===== config.mk =====
export PLATFORM = sky130hd
export DESIGN_NAME = aes_round_scheduler
export DESIGN_NICKNAME = d
export VERILOG_FILES = /design/src/rtl/aes_round_scheduler.sv
export SDC_FILE = /design/constraint.sdc
export NUM_CORES = 1
export LEC_CHECK = 0
export CORE_ASPECT_RATIO = 1.2
export CORE_UTILIZATION = 52
export CTS_BUF_LIST = sky130_fd_sc_hd__clkbuf_4
export DETAILED_ROUTE_END_ITERATION = 10
export GPL_ROUTABILITY_DRIVEN = 0
export HOLD_SLACK_MARGIN = 0.12
export PLACE_DENSITY_LB_ADDON = 0.1
export SYNTH_ARGS = -nofsm -noshare
export SYNTH_HDL_FRONTEND = slang
export SYNTH_SLANG_ARGS = --single-unit

===== constraint.sdc =====
create_clock -name clk -period 2.4 [get_ports clk]
set_input_delay 0.6 -clock clk [delete_from_list [all_inputs] [get_ports clk]]
set_output_delay 0.6 -clock clk [all_outputs]
set_load 0.05 [all_outputs]

===== src/rtl/aes_round_scheduler.sv =====
// ============================================================================
// Module   : aes_round_scheduler
// Purpose  : Arbitrates enc/dec requests onto a shared AES round datapath and
//            sequences the KEY/ADD/SUB/SHIFT/MIX step pulses with round index.
// Options  : AES_ROUND_TIMEOUT_EN adds a per-step 8-bit watchdog.
// Revision : 1.0 - initial release
// ============================================================================
`timescale 1ns/1ps
`default_nettype none

module aes_round_scheduler (
    input  logic       clk,
    input  logic       reset,
    input  logic       enc_req,
    input  logic       dec_req,
    input  logic       step_done,
    output logic       enc_gnt,
    output logic       dec_gnt,
    output logic       key_start,
    output logic       add_start,
    output logic       sub_start,
    output logic       shift_start,
    output logic       mix_start,
    output logic       mode,
    output logic [3:0] round,
    output logic       busy,
    output logic       done,
    output logic       error
);

    typedef enum logic [2:0] {
        S_IDLE   = 3'd0,
        S_KEY    = 3'd1,
        S_ADD    = 3'd2,
        S_SUB    = 3'd3,
        S_SHIFT  = 3'd4,
        S_MIX    = 3'd5,
        S_FINISH = 3'd6
    } state_t;

    localparam logic [3:0] C_FIRST_ROUND = 4'd0;
    localparam logic [3:0] C_LAST_ROUND  = 4'd10;

    state_t     r_state;
    state_t     w_next;
    logic [3:0] w_round_next;
    logic       r_dec_prio;
    logic       w_pulse;
    logic       w_in_step;
    logic       w_adv;
    logic       w_expire;

    assign w_pulse   = key_start | add_start | sub_start | shift_start | mix_start;
    assign w_in_step = (r_state != S_IDLE) && (r_state != S_FINISH);
    // The start-pulse cycle never counts as completion of the new step.
    assign w_adv     = w_in_step && !w_pulse && step_done;

    always_comb begin
        w_next       = r_state;
        w_round_next = round;
        case (r_state)
            S_KEY: w_next = S_ADD;
            S_ADD: begin
                if (!mode)
                    w_next = (round == C_LAST_ROUND) ? S_FINISH : S_SUB;
                else if (round == C_FIRST_ROUND)
                    w_next = S_FINISH;
                else
                    w_next = (round == C_LAST_ROUND) ? S_SHIFT : S_MIX;
            end
            S_SUB: begin
                // Round index moves when leaving SUB, saturating at the ends.
                if (!mode) begin
                    w_next = S_SHIFT;
                    if (round != C_LAST_ROUND)
                        w_round_next = round + 4'd1;
                end else begin
                    w_next = S_ADD;
                    if (round != C_FIRST_ROUND)
                        w_round_next = round - 4'd1;
                end
            end
            S_SHIFT: begin
                if (!mode)
                    w_next = (round == C_LAST_ROUND) ? S_ADD : S_MIX;
                else
                    w_next = S_SUB;
            end
            S_MIX: w_next = mode ? S_SHIFT : S_ADD;
            default: w_next = r_state;
        endcase
    end

`ifdef AES_ROUND_TIMEOUT_EN
    localparam logic [7:0] C_WD_LAST = 8'd254;

    logic [7:0] r_wd;
    logic       r_error;

    // Counter reads 0 in a step's pulse cycle, so expiry lands 255 cycles later.
    assign w_expire = w_in_step && !w_adv && (r_wd == C_WD_LAST);
    assign error    = r_error;

    always_ff @(posedge clk) begin
        if (reset) begin
            r_wd    <= 8'd0;
            r_error <= 1'b0;
        end else begin
            r_error <= w_expire;
            if (!w_in_step || w_adv || w_expire)
                r_wd <= 8'd0;
            else
                r_wd <= r_wd + 8'd1;
        end
    end
`else
    assign w_expire = 1'b0;
    assign error    = 1'b0;
`endif

    always_ff @(posedge clk) begin
        if (reset) begin
            r_state     <= S_IDLE;
            r_dec_prio  <= 1'b0;
            enc_gnt     <= 1'b0;
            dec_gnt     <= 1'b0;
            key_start   <= 1'b0;
            add_start   <= 1'b0;
            sub_start   <= 1'b0;
            shift_start <= 1'b0;
            mix_start   <= 1'b0;
            mode        <= 1'b0;
            round       <= C_FIRST_ROUND;
            busy        <= 1'b0;
            done        <= 1'b0;
        end else begin
            key_start   <= 1'b0;
            add_start   <= 1'b0;
            sub_start   <= 1'b0;
            shift_start <= 1'b0;
            mix_start   <= 1'b0;
            done        <= 1'b0;
            case (r_state)
                S_IDLE: begin
                    if (enc_req && (!dec_req || !r_dec_prio)) begin
                        r_state    <= S_KEY;
                        enc_gnt    <= 1'b1;
                        mode       <= 1'b0;
                        round      <= C_FIRST_ROUND;
                        busy       <= 1'b1;
                        key_start  <= 1'b1;
                        r_dec_prio <= 1'b1;
                    end else if (dec_req) begin
                        r_state    <= S_KEY;
                        dec_gnt    <= 1'b1;
                        mode       <= 1'b1;
                        round      <= C_LAST_ROUND;
                        busy       <= 1'b1;
                        key_start  <= 1'b1;
                        r_dec_prio <= 1'b0;
                    end
                end
                S_FINISH: begin
                    r_state <= S_IDLE;
                    enc_gnt <= 1'b0;
                    dec_gnt <= 1'b0;
                    busy    <= 1'b0;
                    mode    <= 1'b0;
                    round   <= C_FIRST_ROUND;
                end
                default: begin
                    if (w_adv) begin
                        r_state <= w_next;
                        round   <= w_round_next;
                        case (w_next)
                            S_ADD:    add_start   <= 1'b1;
                            S_SUB:    sub_start   <= 1'b1;
                            S_SHIFT:  shift_start <= 1'b1;
                            S_MIX:    mix_start   <= 1'b1;
                            S_FINISH: done        <= 1'b1;
                            default:  ;
                        endcase
                    end else if (w_expire) begin
                        r_state <= S_IDLE;
                        enc_gnt <= 1'b0;
                        dec_gnt <= 1'b0;
                        busy    <= 1'b0;
                        mode    <= 1'b0;
                        round   <= C_FIRST_ROUND;
                    end
                end
            endcase
        end
    end

endmodule

`default_nettype wire


==> flow_summary.ini <==
[route]
postRouteAntennaNets = 0
drt-total-wl_microns = 2180
drt_iter0_markers = 23
num_vias = 929
wire_per_inst_microns = 14.5
firstDrtPassIters = 4
via_per_inst = 6.19
drc = 0

[setup_path]
r2r-start = r_state[2]
worstPathArrival_ps = 1600
rrSetupSlack_ps = 420
crit_path_top_delay_cell = clkdlybuf4s50_1
crit_start = round[1]
crit_family = buffers and inverters
r2r-end = round[1]
slowest_delay_ps = 850
worst_r2r_path_depth = 5
setup.worst_path.end = round[1]
crit_path_end_kind = output pin
critPathBufInv = 1
critPathKind = reg2out
path_max_fanout = 7
cp.required_ps = 1800
cp_num_cells = 1
worst_setup_path_start_kind = register
crit_chain = clkdlybuf4s50_1

[flow_run]
drv_cap = 0

[sta]
fin_skew_ps = 3.96
finalHoldViolCount = 0
report.final.slew_viol_count = 0
min_period_ps = 2200
slew_headroom = 0.555
fin_tns_setup_ps = 0
period_share = 0.918
max_freq_ghz = 0.454
tightest_slew_ps = 663
rsz0062_at_grt = no
setup_violations = 0

[yosys]
avgSynthCellArea_sq_um = 8.86
async_reset_ff_frac = 0
synth_cells = 113
synth-edff-count = 0
ys_types = 49
synth_area_leaders = dfxtp_1, a21oi_1, nor2_1, nand2_1, ha_1
yosysTopAreaCell = dfxtp_1
synth_ff_type = dfxtp_1
synth_fp_nets = 121
yosys_register_bits = 18
synth_top_area_frac = 0.360
ys_seq_area_frac = 0.360
synth-warning-count = 0
synthesis.area_sq_um = 1000

[floorplan]
rows = 17
die_width_microns = 42.1
io_pins = 20
start_util = 0.547
core_area_sq_um = 1830
die_h_microns = 50.1
die_area_sq_um = 2110

[placement]
post_dp_cell_area_sq_um = 1190
hpwl_microns = 1640
io_buffers = 18

[cts]
cts_max_path_buffers = 2
htree_levels = 1
cts_made_buffers = 3
cts_tree = done
cts_resized = 0
ctsRootBufferMaster = clkbuf_4
path_clk_slew_ps = 90
clock_sinks = 18
ctsHoldBuffers = 0
post_cts.repair.setup_buffers = 0
clkLatencyLatePin_ps = 290

[final_layout]
design_area_sq_um = 1220
antenna_cells = 0
final_nets = 141
fillerInstances = 165
areaGrowthSynthToFinish_pct = 21.6
drive_gt1_frac = 0.0992

[pwr]
power.switching_uw = 764
pwr-share-seq = 0.311
p_int_uw = 791
cellPowerDensity_nw_per_um2 = 1280
switching_share = 0.491
p_total_uw = 1550
comb_power_share = 0.596
irDropWorstVdd_v = 0.000989
clockPowerShare = 0.092
p_leak_uw = 0.000464

[outcome]
status = finished clean

[grt]
antenna_found_initial = 0
grt_usage = 0.229
grt_first_pass_wirelength_microns = 3720
grt_max_degree = 16
overflow = 0
grt_pass1_vias = 893

[hold_path]
hold_class = reg2reg
min_delay_path_depth = 2
## registers in the layout (all words and copies together), names as in the netlist
name	cells
sub_start	1
r_state	3
key_start	1
mix_start	1
shift_start	1
add_start	1
mode	1
round	4
r_dec_prio	1
busy	1
dec_gnt	1
done	1
enc_gnt	1
## cells in the final DEF (no fill, tap or decap), types with 2 or more instances in the layout
cell type         n
o211ai_1          2
a21oi_1          10
o21ai_0           4
nor4_1            2
nand2_1           8
xnor2_1           2
ha_1              2
a22o_1            2
nand4_1           2
nor3_1            4
nand2b_1          2
clkbuf_4          3
nand3b_1          2
nor3b_1           2
buf_4             2
clkdlybuf4s50_1  18
dfxtp_1          18
nor2b_1           2
inv_1             3
nor2_1           12
## routing by layer
metal | global-route usage | wire (microns) | share of wire
met5 | 0 | 0 | 0
met1 | 0.261 | 975 | 0.45
met2 | 0.380 | 1030 | 0.47
met4 | 0.109 | 71 | 0.033
met3 | 0.0769 | 97 | 0.045
## area by class of cell
cell class / count / area, sq um / share of cell area
repair buffers: 20 / 195 / 0.160
clock buffers: 3 / 22.5 / 0.0185
flip-flops and latches: 18 / 360 / 0.296
well taps: 19 / 23.8 / 0.0195
multi-input cells: 87 / 604 / 0.496
inverters: 3 / 11.3 / 0.00925
## cells in the mapped netlist (all sizes together), types with 2 or more instances
cell and count:
dfxtp 18, nor2 12, a21oi 10, nand2 8, nor3 5, o21ai 4, buf 3, inv 3
a22o 2, a22oi 2, a311oi 2, clkbuf 2, ha 2, nand2b 2, nand3b 2, nand4 2
nor2b 2, nor3b 2, nor4 2, o211ai 2, xnor2 2
## per-stage QoR
step                      instances  hold slack (ps)  setup WS [ps]  utilization
final                           150              465            197        0.666
after global routing            150              509            161        0.666
after CTS                       150              466            194        0.666
after detailed placement        147              453            254        0.653
after global placement          147              443            360        0.653
after floorplan                 113              463            425            -
## power groups by stage
stage          sequential (uW)  clock, uW  combinational [uW]
2_1_floorplan              620          0                 561
3_3_place_gp               482          0                 901
3_5_place_dp               489          0                 919
4_1_cts                    481        149                 923
5_1_grt                    500        159                1000
6_report                   484        144                 927
## worst min path at each step
stage	startpoint	endpoint	slack, ps
after floorplan	r_dec_prio	r_dec_prio	460
final	busy	busy	460
after global placement	busy	busy	440
after CTS	busy	busy	470
after detailed placement	busy	busy	450
after global routing	busy	busy	510
## logic make-up (layout without fill, tap and decap cells)
family	Yosys count	count (layout)	synth area share
simple gates	47	47	0.275
compound gates	33	33	0.254
flops	18	18	0.360
buf+inv	8	26	0.0363
fa+ha+maj	3	3	0.0450
xor+xnor	3	3	0.0263
other cells	1	1	0.00375
Power figures use the tool's default switching activity.
